--- src/rtl/pixel_sched_pkg.sv ---
// Shared types and widths for the pixel scheduler and its credit counter.
package pixel_sched_pkg;

   localparam int unsigned X_W     = 11;
   localparam int unsigned Y_W     = 10;
   localparam int unsigned FLOAT_W = 32;

   typedef enum logic [1:0] {
      IDLE  = 2'd0,
      ISSUE = 2'd1,
      DRAIN = 2'd2
   } sched_state_e;

   // Head position as raw IEEE-754 single-precision bit patterns.
   typedef struct packed {
      logic [FLOAT_W-1:0] x;
      logic [FLOAT_W-1:0] y;
      logic [FLOAT_W-1:0] z;
   } head_pos_t;

endpackage

--- src/rtl/credit_counter.sv ---
// In-flight ray credit counter with registered full flag and sticky underflow error.
module credit_counter #(
   parameter  int unsigned MAX_INFLIGHT = 16,
   localparam int unsigned CNT_W        = $clog2(MAX_INFLIGHT + 1)
) (
   input  logic             clk_i,
   input  logic             rst_n_i,
   input  logic             inc_i,
   input  logic             dec_i,
   output logic [CNT_W-1:0] count_o,
   output logic             full_o,
   output logic             underflow_o
);

   localparam logic [CNT_W-1:0] MAX_CNT = CNT_W'(MAX_INFLIGHT);

   logic [CNT_W-1:0] count_q, count_d;
   logic             full_q, full_d;
   logic             err_q, err_d;
   logic             inc_ok, dec_ok;

   // Next count: a retire at zero is dropped and flagged; simultaneous inc/dec cancel.
   always_comb begin
      inc_ok  = inc_i && (count_q != MAX_CNT);
      dec_ok  = dec_i && (count_q != '0);
      count_d = count_q;
      if (inc_ok && !dec_ok) begin
         count_d = count_q + CNT_W'(1);
      end else if (!inc_ok && dec_ok) begin
         count_d = count_q - CNT_W'(1);
      end
      full_d = (count_d == MAX_CNT);
      err_d  = err_q || (dec_i && (count_q == '0));
   end

   // Counter state registers.
   always_ff @(posedge clk_i) begin
      if (!rst_n_i) begin
         count_q <= '0;
         full_q  <= 1'b0;
         err_q   <= 1'b0;
      end else begin
         count_q <= count_d;
         full_q  <= full_d;
         err_q   <= err_d;
      end
   end

   assign count_o     = count_q;
   assign full_o      = full_q;
   assign underflow_o = err_q;

endmodule

--- src/rtl/pixel_scheduler.sv ---
// Frame-level raster scheduler feeding eye_to_pixel, throttled by ray credits.
// Optional statistics counters are built when PIXEL_SCHED_STATS_EN is defined.
module pixel_scheduler
   import pixel_sched_pkg::*;
#(
   parameter  int unsigned H_RES        = 1280,
   parameter  int unsigned V_RES        = 720,
   parameter  int unsigned MAX_INFLIGHT = 16,
   localparam int unsigned CNT_W        = $clog2(MAX_INFLIGHT + 1)
) (
   input  logic               clk_in,
   input  logic               rst_in,
   input  logic               frame_start_in,
   input  logic [FLOAT_W-1:0] head_x_in,
   input  logic [FLOAT_W-1:0] head_y_in,
   input  logic [FLOAT_W-1:0] head_z_in,
   input  logic               retire_in,
   output logic               pix_valid_out,
   output logic [X_W-1:0]     pix_x_out,
   output logic [Y_W-1:0]     pix_y_out,
   output logic [FLOAT_W-1:0] head_x_out,
   output logic [FLOAT_W-1:0] head_y_out,
   output logic [FLOAT_W-1:0] head_z_out,
   output logic               busy_out,
   output logic               frame_done_out,
   output logic [CNT_W-1:0]   inflight_out,
   output logic               err_out
`ifdef PIXEL_SCHED_STATS_EN
   ,
   output logic [31:0]        frame_cycles_out,
   output logic [31:0]        stall_cycles_out
`endif
);

   localparam logic [X_W-1:0] X_LAST = X_W'(H_RES - 1);
   localparam logic [Y_W-1:0] Y_LAST = Y_W'(V_RES - 1);

   sched_state_e   state_q, state_d;
   logic [X_W-1:0] x_q, x_d;
   logic [Y_W-1:0] y_q, y_d;
   head_pos_t      head_q, head_d;
   logic           pix_valid_q, pix_valid_d;
   logic [X_W-1:0] pix_x_q, pix_x_d;
   logic [Y_W-1:0] pix_y_q, pix_y_d;
   logic           busy_q, busy_d;
   logic           done_q, done_d;
   logic           issue_c;
   logic           full;
   logic [CNT_W-1:0] count;
   logic           err;

   credit_counter #(
      .MAX_INFLIGHT (MAX_INFLIGHT)
   ) u_credit (
      .clk_i       (clk_in),
      .rst_n_i     (rst_in),
      .inc_i       (issue_c),
      .dec_i       (retire_in),
      .count_o     (count),
      .full_o      (full),
      .underflow_o (err)
   );

   // Next-state, raster advance and registered issue outputs.
   always_comb begin
      state_d     = state_q;
      x_d         = x_q;
      y_d         = y_q;
      head_d      = head_q;
      pix_valid_d = 1'b0;
      pix_x_d     = pix_x_q;
      pix_y_d     = pix_y_q;
      done_d      = 1'b0;
      issue_c     = 1'b0;

      case (state_q)
         IDLE: begin
            if (frame_start_in) begin
               state_d  = ISSUE;
               head_d.x = head_x_in;
               head_d.y = head_y_in;
               head_d.z = head_z_in;
               x_d      = '0;
               y_d      = '0;
            end
         end
         ISSUE: begin
            if (!full) begin
               issue_c     = 1'b1;
               pix_valid_d = 1'b1;
               pix_x_d     = x_q;
               pix_y_d     = y_q;
               if (x_q == X_LAST) begin
                  x_d = '0;
                  if (y_q == Y_LAST) begin
                     y_d     = '0;
                     state_d = DRAIN;
                  end else begin
                     y_d = y_q + Y_W'(1);
                  end
               end else begin
                  x_d = x_q + X_W'(1);
               end
            end
         end
         DRAIN: begin
            if (count == '0) begin
               done_d  = 1'b1;
               state_d = IDLE;
            end
         end
         default: state_d = IDLE;
      endcase

      busy_d = (state_d != IDLE);
   end

   // State and output registers.
   always_ff @(posedge clk_in) begin
      if (!rst_in) begin
         state_q     <= IDLE;
         x_q         <= '0;
         y_q         <= '0;
         head_q      <= '0;
         pix_valid_q <= 1'b0;
         pix_x_q     <= '0;
         pix_y_q     <= '0;
         busy_q      <= 1'b0;
         done_q      <= 1'b0;
      end else begin
         state_q     <= state_d;
         x_q         <= x_d;
         y_q         <= y_d;
         head_q      <= head_d;
         pix_valid_q <= pix_valid_d;
         pix_x_q     <= pix_x_d;
         pix_y_q     <= pix_y_d;
         busy_q      <= busy_d;
         done_q      <= done_d;
      end
   end

   assign pix_valid_out  = pix_valid_q;
   assign pix_x_out      = pix_x_q;
   assign pix_y_out      = pix_y_q;
   assign head_x_out     = head_q.x;
   assign head_y_out     = head_q.y;
   assign head_z_out     = head_q.z;
   assign busy_out       = busy_q;
   assign frame_done_out = done_q;
   assign inflight_out   = count;
   assign err_out        = err;

`ifdef PIXEL_SCHED_STATS_EN
   logic [31:0] fcyc_q, fcyc_d;
   logic [31:0] stall_q, stall_d;

   // Saturating frame-length and credit-stall counters, cleared on an accepted start.
   always_comb begin
      fcyc_d  = fcyc_q;
      stall_d = stall_q;
      if (state_q == IDLE) begin
         if (frame_start_in) begin
            fcyc_d  = '0;
            stall_d = '0;
         end
      end else begin
         if (fcyc_q != '1) begin
            fcyc_d = fcyc_q + 32'd1;
         end
         if ((state_q == ISSUE) && full && (stall_q != '1)) begin
            stall_d = stall_q + 32'd1;
         end
      end
   end

   // Statistics registers.
   always_ff @(posedge clk_in) begin
      if (!rst_in) begin
         fcyc_q  <= '0;
         stall_q <= '0;
      end else begin
         fcyc_q  <= fcyc_d;
         stall_q <= stall_d;
      end
   end

   assign frame_cycles_out = fcyc_q;
   assign stall_cycles_out = stall_q;
`else
   // Statistics counters are not built in this configuration.
`endif

endmodule

--- config.mk ---
export PLATFORM = sky130hd
export DESIGN_NAME = pixel_scheduler
export DESIGN_NICKNAME = d
export VERILOG_FILES = /design/src/rtl/pixel_sched_pkg.sv /design/src/rtl/credit_counter.sv /design/src/rtl/pixel_scheduler.sv
export SDC_FILE = /design/constraint.sdc
export NUM_CORES = 1
export LEC_CHECK = 0
export BUFFER_PORTS_ARGS = -buffer_cell sky130_fd_sc_hd__buf_4
export CAP_MARGIN = 10
export CORE_AREA = 3 3 87 152
export CTS_CLUSTER_DIAMETER = 40
export DETAILED_ROUTE_END_ITERATION = 8
export DIE_AREA = 0 0 90 155
export GPL_ROUTABILITY_DRIVEN = 0
export PLACE_DENSITY = 0.8
export SLEW_MARGIN = 30
export SYNTH_ARGS = -nofsm -noshare
export SYNTH_HDL_FRONTEND = slang
export SYNTH_SLANG_ARGS = --single-unit
--- constraint.sdc ---
create_clock -name clk_in -period 2.2 [get_ports clk_in]
set_input_delay 0.22 -clock clk_in [delete_from_list [all_inputs] [get_ports clk_in]]
set_output_delay 0.22 -clock clk_in [all_outputs]
set_load 0.02 [all_outputs]
==> results.yml <==
outcome:
  outcome: "finished clean"
worst_hold_path:
  hp-class: "input port to flop"
  min_from: "head_x_in[6]"
worst_setup_path:
  cp-start-kind: "flop"
  timing.rr.start: "u_credit.count_o[1]$_SDFF_PN0_"
  crit_type: "flop to flop"
  critPathLaunch: "u_credit.count_o[1]$_SDFF_PN0_"
  cp.required_ns: 2.56
  arrival_ns: 2.37
  critPathMaxFanout: 8
  cp-end-kind: "flop"
yosys:
  synth_xor_area_frac: 0.0288
  netlist_top_cells_count: "nand2_1 (247), dfxtp_1 (150), a21oi_1 (126), clkbuf_1 (31), nor2_1 (28)"
  synth_area_leaders: "dfxtp_1 (52%), nand2_1 (16%), a21oi_1 (11%), clkbuf_1 (2.0%), nor2_1 (1.8%)"
  yosys-mux-area-fraction: 0
  synth_nets: 822
  synth_edf_count: 0
  synth_top_family_by_area: "simple AND/OR/NAND/NOR gates"
  yosysSeqAreaShare: 0.519
  synthAdderAreaFrac: 0.0108
  synthCells: 717
  ys.flop_type: "dfxtp_1"
  synth_top_area_cell: "dfxtp_1"
  syn_avg_cell_area_um2: 8.07
  synth_most_common_cell: "nand2_1"
  ys_seq_elements: 150
  synth-simple-area-share: 0.260
  ys_types: 54
  yosys_warnings: 0
  netlist_area_mm2: 0.00578
  yosys.area.top_type_share: 0.519
  synth-compound-area-share: 0.140
  ys_async_sr_fraction: 0
power:
  ir_worst_vdd_mv: 0.617
  leakagePower_nw: 3.49
  power_density_mw_per_mm2: 892
drt:
  vias_per_cell: 4.99
  dr.pass1.iters: 5
  wl_um: 16500
  via_count: 5492
  drcViolationCount: 0
  drt_iter0_markers: 249
  ant_nets: 0
  wl_per_cell_um: 15.0
timing:
  whs_ns: 0.0446
  setup_viol_count_final: 0
  finalMaxSlewViolations: 0
  fin_crit_ns: 2.01
  slew_headroom: 0.633
  fin_crit_sh: 0.915
  rsz0062_at_grt: "false"
  tightest_slew_ns: 0.548
  setup_tns_ns: 0
  clock-skew-final_ns: 0.0110
  max_freq_ghz: 0.497
  finalHoldViolations: 0
grt:
  grt_pass1_wl_um: 25800
  grt_max_degree: 97
  grt_overflow: 0
  antenna_found_initial: 0
  first_global_vias: 5085
  track_usage: 0.229
place:
  io_buffers: 225
  dpl.hpwl_um: 11900
clock_tree:
  tritoncts: "built"
  htree_levels: 4
  cts.sinks: 150
  insertion_delay_ns: 0.42
  cts_made_buffers: 17
  hold_buffers: 0
  clk_pin_slew_ns: 0.07
  cts-root-buf: "clkbuf_16"
  clockBufferDepth: 2
die:
  start_util: 0.479
  core-area_mm2: 0.0121
  row_count: 53
  die_height_um: 155
  dieArea_mm2: 0.0140
  die_x_um: 90
  design.portCount: 226
run:
  cap_violations: 0
final_layout:
  drive_above_1_share: 0.301
  nets: 1027
  fin_util: 0.678
  syn_to_final_growth_pct: 41.5
  antenna_cells: 0
## worst max-delay path, cell delays in order, from the launching register on
cell and delay [ns]:
dfxtp_1 0.37, inv_1 0.13, ha_2 0.25, or3b_2 0.50, a211oi_2 0.25, o21ai_0 0.12, a21oi_1 0.16, and4_1 0.19
## stage by stage
| step | area (um^2) | power (mW) | cells | worst slack (ns) |
|---|---|---|---|---|
| floorplan | 5780 | 3.95 | 717 | 0.256 |
| global placement | 7590 | 4.49 | 1068 | 0.240 |
| detailed placement | 7590 | 4.52 | 1068 | 0.146 |
| CTS | 8170 | 7.34 | 1100 | 0.156 |
| global route | 8180 | 7.62 | 1100 | 0.0344 |
| finish | 8180 | 7.30 | 1100 | 0.187 |
## cell usage in the layout, fill, tap and decap left out, types with 6 or more instances in the layout
cell / instances
xnor2_1: 8
dfxtp_1: 150
nand4_1: 9
clkbuf_16: 17
nand2_1: 247
nor3_1: 8
nor2_1: 27
buf_4: 231
o21ai_0: 6
a21oi_1: 126
nand3_1: 9
xor2_1: 11
## kinds of logic after synthesis
logic type | after synthesis
and+or+nand+nor | 343
DFF | 150
AOI/OAI and AO/OA | 147
buffers and inverters | 53
xor gates and xnor gates | 19
adders and majority gates | 5
## sequential cells by signal, summed over array words and instances (netlist names), 2 cells and up
| name | flops |
|---|---|
| head_y_out | 32 |
| head_z_out | 32 |
| u_credit.count_o | 5 |
| y_q | 10 |
| pix_y_out | 10 |
| head_x_out | 32 |
| x_q | 11 |
| pix_x_out | 11 |
| state_q | 2 |
## what timing repair did
action | 4_1_cts | 5_1_grt
buffers inserted | 0 | 0
gates resized for setup | 0 | 2
endpoints found under the setup margin | 0 | 4
## cell type report
| cell class | instances | area, um^2 |
|---|---|---|
| clock buffers | 19 | 443 |
| fillers | 1004 | 3890 |
| flip-flops and latches | 150 | 3000 |
| multi-input cells | 514 | 2560 |
| clock inverters | 13 | 138 |
| well taps | 165 | 206 |
| inverters | 4 | 17.5 |
| repair buffers | 235 | 1810 |
## metal layers
layer  GRT usage  vias to the layer above  wire (um)  part of all wire
li1            -                     2785          -                 -
met1       0.231                     2490       6010              0.36
met2       0.432                      183       8970              0.54
met3      0.0639                       34       1000             0.061
met4       0.104                        0        525             0.032
met5           0                        -          0                 0
## power by group
part	internal [mW]	total (mW)	switching [mW]
sequential	2.88	3.03	0.152
combinational	0.633	1.44	0.808
clock	1.62	2.82	1.20
## final timing paths
check	slack, ns	cells past startpoint	to
worst max-delay path	0.19	7	u_credit.full_o$_SDFF_PN0_
worst min-delay path	0.04	3	head_x_out[6]$_SDFFE_PN0P_
worst max register to register	0.19	7	u_credit.full_o$_SDFF_PN0_
worst min register to register	0.45	2	pix_x_out[9]$_SDFFE_PN0P_
(Power assumes the default switching activity.)
